==> config.mk <==
export PLATFORM = sky130hd
export DESIGN_NAME = adbg_ahb3_xfer
export DESIGN_NICKNAME = d
export VERILOG_FILES = /design/src/rtl/adbg_ahb3_xfer.sv
export SDC_FILE = /design/constraint.sdc
export NUM_CORES = 1
export LEC_CHECK = 0
export CAP_MARGIN = 20
export CORE_ASPECT_RATIO = 1.75
export CORE_MARGIN = 4
export CORE_UTILIZATION = 50
export DETAILED_ROUTE_END_ITERATION = 6
export HOLD_SLACK_MARGIN = 0.1
export PLACE_DENSITY = 0.8
export SYNTH_ARGS = -nofsm -noshare
export SYNTH_HDL_FRONTEND = slang
export SYNTH_SLANG_ARGS = --single-unit
export TNS_END_PERCENT = 100
==> constraint.sdc <==
create_clock -name HCLK -period 4.89 [get_ports HCLK]
set_input_delay 0.7335 -clock HCLK [delete_from_list [all_inputs] [get_ports HCLK]]
set_output_delay 0.7335 -clock HCLK [all_outputs]
set_load 0.03 [all_outputs]
==> src/rtl/adbg_ahb3_xfer.sv <==
// AHB3-Lite master transfer engine for the AHB3 debug module: runs one request at a
// time on the bus, handling wait states, ERROR responses, lane steering and 64-bit splits.
module adbg_ahb3_xfer #(
  parameter int HADDR_SIZE = 32,
  parameter int HDATA_SIZE = 32
) (
  input  logic                  HCLK,
  input  logic                  HRESET,
  input  logic                  req_i,
  output logic                  req_ack_o,
  input  logic                  req_we_i,
  input  logic [HADDR_SIZE-1:0] req_addr_i,
  input  logic [2:0]            req_size_i,
  input  logic [63:0]           req_wdata_i,
  output logic                  rsp_valid_o,
  output logic [63:0]           rsp_rdata_o,
  output logic                  rsp_err_o,
  output logic                  busy_o,
  output logic [2:0]            dbg_state_o,
  output logic                  HSEL,
  output logic [HADDR_SIZE-1:0] HADDR,
  output logic [HDATA_SIZE-1:0] HWDATA,
  output logic                  HWRITE,
  output logic [2:0]            HSIZE,
  output logic [2:0]            HBURST,
  output logic [3:0]            HPROT,
  output logic [1:0]            HTRANS,
  output logic                  HMASTLOCK,
  input  logic [HDATA_SIZE-1:0] HRDATA,
  input  logic                  HREADY,
  input  logic                  HRESP
);

  localparam int LANE_BITS = $clog2(HDATA_SIZE / 8);

  localparam logic [1:0] HTRANS_IDLE   = 2'b00;
  localparam logic [1:0] HTRANS_NONSEQ = 2'b10;
  localparam logic [1:0] HTRANS_SEQ    = 2'b11;
  localparam logic [2:0] HBURST_SINGLE = 3'b000;
  localparam logic [2:0] HBURST_INCR   = 3'b001;
  localparam logic [2:0] HSIZE_32      = 3'b010;
  localparam logic [2:0] HSIZE_64      = 3'b011;

  typedef enum logic [2:0] {
    ST_IDLE      = 3'd0,
    ST_CHECK     = 3'd1,
    ST_ADDR      = 3'd2,
    ST_ADDR_DATA = 3'd3,
    ST_DATA      = 3'd4,
    ST_RESP      = 3'd5
  } state_t;

  state_t                  r_state;
  logic                    r_we;
  logic [HADDR_SIZE-1:0]   r_addr;
  logic [2:0]              r_size;
  logic [63:0]             r_wdata;
  logic                    r_err;
  logic [31:0]             r_rd_lo;
  logic [63:0]             r_rdata_out;
  logic                    r_hsel;
  logic [HADDR_SIZE-1:0]   r_haddr;
  logic [HDATA_SIZE-1:0]   r_hwdata;
  logic                    r_hwrite;
  logic [2:0]              r_hsize;
  logic [2:0]              r_hburst;
  logic [1:0]              r_htrans;

  logic                    w_two_beat;
  logic                    w_misaligned;
  logic [63:0]             w_size_mask;
  logic [LANE_BITS+2:0]    w_shamt;
  logic [63:0]             w_wdata_m;
  logic [HDATA_SIZE-1:0]   w_beat1_wdata;
  logic [HDATA_SIZE-1:0]   w_beat2_wdata;
  logic [63:0]             w_rd_lane;
  logic [63:0]             w_rd_final;
  logic                    w_rd_kill;

  assign w_two_beat = (r_size == HSIZE_64) && (HDATA_SIZE == 32);
  assign w_shamt    = {r_addr[LANE_BITS-1:0], 3'b000};

  always_comb begin
    w_misaligned = 1'b0;
    w_size_mask  = 64'hFFFF_FFFF_FFFF_FFFF;
    case (r_size)
      3'd0: w_size_mask = 64'h0000_0000_0000_00FF;
      3'd1: begin
        w_size_mask  = 64'h0000_0000_0000_FFFF;
        w_misaligned = r_addr[0];
      end
      3'd2: begin
        w_size_mask  = 64'h0000_0000_FFFF_FFFF;
        w_misaligned = |r_addr[1:0];
      end
      3'd3: w_misaligned = |r_addr[2:0];
      default: w_misaligned = 1'b1;
    endcase
  end

  // A split access is 8-byte aligned, so both beats sit in lane 0 and the
  // second beat carries the upper word.
  assign w_wdata_m     = r_wdata & w_size_mask;
  assign w_beat1_wdata = HDATA_SIZE'(w_wdata_m << w_shamt);
  assign w_beat2_wdata = HDATA_SIZE'(w_wdata_m >> 32);
  assign w_rd_lane     = 64'(HRDATA >> w_shamt) & w_size_mask;
  assign w_rd_final    = w_two_beat ? {w_rd_lane[31:0], r_rd_lo} : w_rd_lane;
  assign w_rd_kill     = r_we | r_err | HRESP;

  always_ff @(posedge HCLK) begin
    if (HRESET) begin
      r_state     <= ST_IDLE;
      r_we        <= 1'b0;
      r_addr      <= '0;
      r_size      <= '0;
      r_wdata     <= '0;
      r_err       <= 1'b0;
      r_rd_lo     <= '0;
      r_rdata_out <= '0;
      r_hsel      <= 1'b0;
      r_haddr     <= '0;
      r_hwdata    <= '0;
      r_hwrite    <= 1'b0;
      r_hsize     <= '0;
      r_hburst    <= '0;
      r_htrans    <= HTRANS_IDLE;
    end else begin
      case (r_state)
        ST_IDLE: begin
          if (req_i) begin
            r_we    <= req_we_i;
            r_addr  <= req_addr_i;
            r_size  <= req_size_i;
            r_wdata <= req_wdata_i;
            r_err   <= 1'b0;
            r_state <= ST_CHECK;
          end
        end
        ST_CHECK: begin
          if (w_misaligned) begin
            r_err       <= 1'b1;
            r_rdata_out <= '0;
            r_state     <= ST_RESP;
          end else begin
            r_hsel   <= 1'b1;
            r_htrans <= HTRANS_NONSEQ;
            r_haddr  <= r_addr;
            r_hwrite <= r_we;
            r_hsize  <= w_two_beat ? HSIZE_32 : r_size;
            r_hburst <= w_two_beat ? HBURST_INCR : HBURST_SINGLE;
            r_state  <= ST_ADDR;
          end
        end
        ST_ADDR: begin
          if (HREADY) begin
            r_hwdata <= r_we ? w_beat1_wdata : '0;
            if (w_two_beat) begin
              r_htrans <= HTRANS_SEQ;
              r_haddr  <= r_haddr + HADDR_SIZE'(4);
              r_state  <= ST_ADDR_DATA;
            end else begin
              r_htrans <= HTRANS_IDLE;
              r_hsel   <= 1'b0;
              r_state  <= ST_DATA;
            end
          end
        end
        ST_ADDR_DATA: begin
          // First ERROR cycle: withdraw beat 2 so the bus sees IDLE in the second.
          if (HRESP && !HREADY) begin
            r_err    <= 1'b1;
            r_htrans <= HTRANS_IDLE;
            r_hsel   <= 1'b0;
          end else if (HREADY) begin
            r_htrans <= HTRANS_IDLE;
            r_hsel   <= 1'b0;
            if (r_err || HRESP) begin
              r_rdata_out <= '0;
              r_state     <= ST_RESP;
            end else begin
              r_rd_lo  <= w_rd_lane[31:0];
              r_hwdata <= r_we ? w_beat2_wdata : '0;
              r_state  <= ST_DATA;
            end
          end
        end
        ST_DATA: begin
          if (HRESP && !HREADY) begin
            r_err <= 1'b1;
          end else if (HREADY) begin
            r_rdata_out <= w_rd_kill ? 64'd0 : w_rd_final;
            r_state     <= ST_RESP;
          end
        end
        ST_RESP: begin
          r_state <= ST_IDLE;
        end
        default: begin
          r_state <= ST_IDLE;
        end
      endcase
    end
  end

  assign req_ack_o   = (r_state == ST_IDLE);
  assign busy_o      = (r_state != ST_IDLE);
  assign rsp_valid_o = (r_state == ST_RESP);
  assign rsp_err_o   = (r_state == ST_RESP) && r_err;
  assign rsp_rdata_o = r_rdata_out;
  assign dbg_state_o = r_state;

  assign HSEL      = r_hsel;
  assign HADDR     = r_haddr;
  assign HWDATA    = r_hwdata;
  assign HWRITE    = r_hwrite;
  assign HSIZE     = r_hsize;
  assign HBURST    = r_hburst;
  assign HTRANS    = r_htrans;
  assign HPROT     = 4'b0011;
  assign HMASTLOCK = 1'b0;

endmodule

==> run summary <==
Status = completed
Final wirelength = 40310 microns
Worst-path fanout max = 23
Hold/Removal Path Class = reg -> reg
Sequential share of the synthesized area = 43.04%
Fin nets = 1898
Clock Root Buffer = clkbuf_16
Post-CTS Setup Bufs = 0
Post-DP HPWL = 28100 microns
Pwr/cell area = 363.3 nW/um^2
Fin. Hold Viols = 0
Critical-path cell list = nor3_1, clkdlybuf4s50_1
IO Port Bufs = 279
CTS Buffer Depth = 3
Num ports = 287
Total Die Area = 28010 sq um
Commonest non-fill, non-tap cells in the layout = nand2_1, clkdlybuf4s50_1, dfxtp_1
RSZ-0062 raised after global routing = false
CTS buffer count = 25
ANT nets after route = 0
CP arrival = 2660 ps
DRC viols = 0
Fmax = 294.9 MHz
WL/cell = 19.28 microns
FILL cells = 2115
NetSw = 1.893 mW
Met3 GRT Util = 4.353%
First-pass GRT wire length = 62230 microns
Slew Limit Headroom = 22.07%
Clock share of power = 34.2%
Drt first pass iters = 7
Clock Pin Slew Worst Setup and Hold Paths = 70 ps
CP Buf/Inv Count = 1
Row count = 76
Distinct cell type count after synthesis = 76
WS Path Type = reg -> out
Post-synth top flop = dfxtp_1
Post-cts resize count = 0
Crit-path slowest cell = clkdlybuf4s50_1
Required time worst endpoint = 4160 ps
Commonest non-fill, non-tap cell in the layout = nand2_1
Setup violators final = 0
Syn Area/Cell = 8.012 sq um
Initial Util = 50.97%
Area of the multi-input gates = 6549 sq um
GRT met1 Usage = 31.71%
Least-Margin Pin Slew = 1165 ps
VDD IR max = 0.2866 mV
Final Wtd Congestion = 0.8876
Core area = 24820 sq um
CTS Hold Bufs = 0
Pre-CTS setup slack = 1489 ps
CTS HTree Levels = 1
Overall Global Routing Usage = 27.45%
FF+latch count, synth = 272
Sw Ratio = 32.12%
DRT iter0 DRCs = 991
Delay-heaviest family, CP = buffers and inverters
Cell area after synthesis = 12650 sq um
Synthesis-to-finish area growth = 28.21%
CTS sink count = 272
Post-layout min period = 3391 ps
Die width = 128.2 microns
DIE HEIGHT = 218.4 microns
CTS tree = done
Sequential power share = 43.1%
Vias in the first global route = 11600
Global-route met2 utilization = 48.50%
Cells after synthesis = 1579
Fin Setup TNS = 0 ps
Largest net degree at the start of global routing = 122
Async S/R FF share, synth = 0%
Leakage = 5.766 nW
Total gr overflow = 0
ANT cells = 0
Slowest Stage Delay on Critical Path = 800 ps
Vias = 12190
Cell internal pwr = 4.000 mW
Crit end category = primary output
Final Skew = 17.51 ps
Slew Viols, Final = 0
Grt peak-use layer = met2
Via density per instance = 5.832
Share of cells above drive strength 1 = 5.677%
Yosys warns = 0
Total of max-cap violations = 0
Worst setup SP type = register
Initial antenna violation count = 0
Post-synth EDFFs = 0
Setup WS post-layout = 1499 ps
Final period util = 69.35%
Clk_lat worst skew = 540 ps
Seq. cell area = 5448 sq um
Part of the power in combinational logic = 22.6%
synth_stat cells, types with 16 or more instances:
cell         n  area share, %
nor2_1      63            1.9
o2bb2ai_1   17            1.2
nand3b_1    29            1.7
nor3_1      33            1.3
dfxtp_1    272             43
o31ai_1     20            1.2
inv_1       16           0.47
buf_2       28            1.1
mux2i_1     53            4.2
clkbuf_1    99            2.9
a211oi_1    21            1.2
o21ai_0     62            2.5
mux2_2      18            1.6
nand2b_1    22            1.1
nand3_1     34            1.3
nand2_1    340             10
nor2b_1     35            1.7
a21oi_1    214            8.5
a22oi_1     24            1.4
a22o_1      16            1.1
power by group through the flow:
stage	clock network, mW	logic [mW]	registers, mW
after detailed placement	0	1.32	2.58
after CTS	2.03	1.32	2.53
after floorplan	0	0.842	2.58
after global routing	2.13	1.45	2.56
after global placement	0	1.29	2.58
final	2.02	1.33	2.54
cells by family (layout without fill, tap and decap cells):
| family | after synthesis | after routing | share of synthesized area (%) |
|---|---|---|---|
| multiplexers | 77 | 77 | 6.330 |
| AO/OA/AOI/OAI | 441 | 441 | 21.82 |
| flip-flops | 272 | 272 | 43.04 |
| buffers and inverters | 162 | 357 | 5.598 |
| adder cells (fa/ha/maj) | 1 | 1 | 0.09889 |
| other | 2 | 7 | 0.05936 |
| AND/OR/NAND/NOR | 624 | 624 | 23.05 |
stage by stage:
stage | area (sq um) | util (%) | hold slack [ps] | instances | power (mW)
5_1_grt | 16220 | 65.35 | 474.4 | 2091 | 6.132
3_3_place_gp | 15360 | 61.87 | 436.8 | 2044 | 3.874
4_1_cts | 16200 | 65.27 | 455.0 | 2090 | 5.888
3_5_place_dp | 15360 | 61.87 | 445.7 | 2044 | 3.901
2_1_floorplan | 12670 | - | 431.7 | 1584 | 3.422
6_report | 16220 | 65.35 | 455.4 | 2091 | 5.893
area by class of cell:
cell class | count | area share, %
clock buffer | 33 | 4.413
multi-input combinational | 1150 | 40.38
clock inverter | 13 | 0.7869
tap | 312 | 2.407
timing repair buffer | 295 | 18.06
inverter | 16 | 0.3703
sequential | 272 | 33.59
sequential cells by signal, indices dropped and copies added, names as in the netlist, 2 cells and up:
name and flops:
rsp_rdata_o 64, HADDR 32, r_size 3, HWDATA 32, r_addr 32, HTRANS 2, dbg_state_o 3, r_rd_lo 32
r_wdata 64, HSIZE 3
worst register-to-register path, stage by stage (launching register included):
cell	delay [ps]
dfxtp_2	480
o21a_1	300
a211oi_2	360
o22ai_1	270
a21oi_4	960
buf_4	380
mux2i_1	220
final timing paths:
path                  startpoint  cells past startpoint  slack [ps]         endpoint
setup / recovery  dbg_state_o[2]                      2        1500        req_ack_o
hold / removal        r_addr[20]                      2         460       r_addr[20]
setup reg to reg       r_addr[0]                      6        1850  rsp_rdata_o[37]
hold reg to reg       r_addr[20]                      2         460       r_addr[20]
metal layers:
metal  wire length, microns  vias to the layer above
met5                      0                        -
met4                   2120                        0
met3                   2586                       93
met2                  20420                      508
met1                  15180                     5722
li1                       -                     5871
No activity file was read; power rests on OpenSTA's default activity.
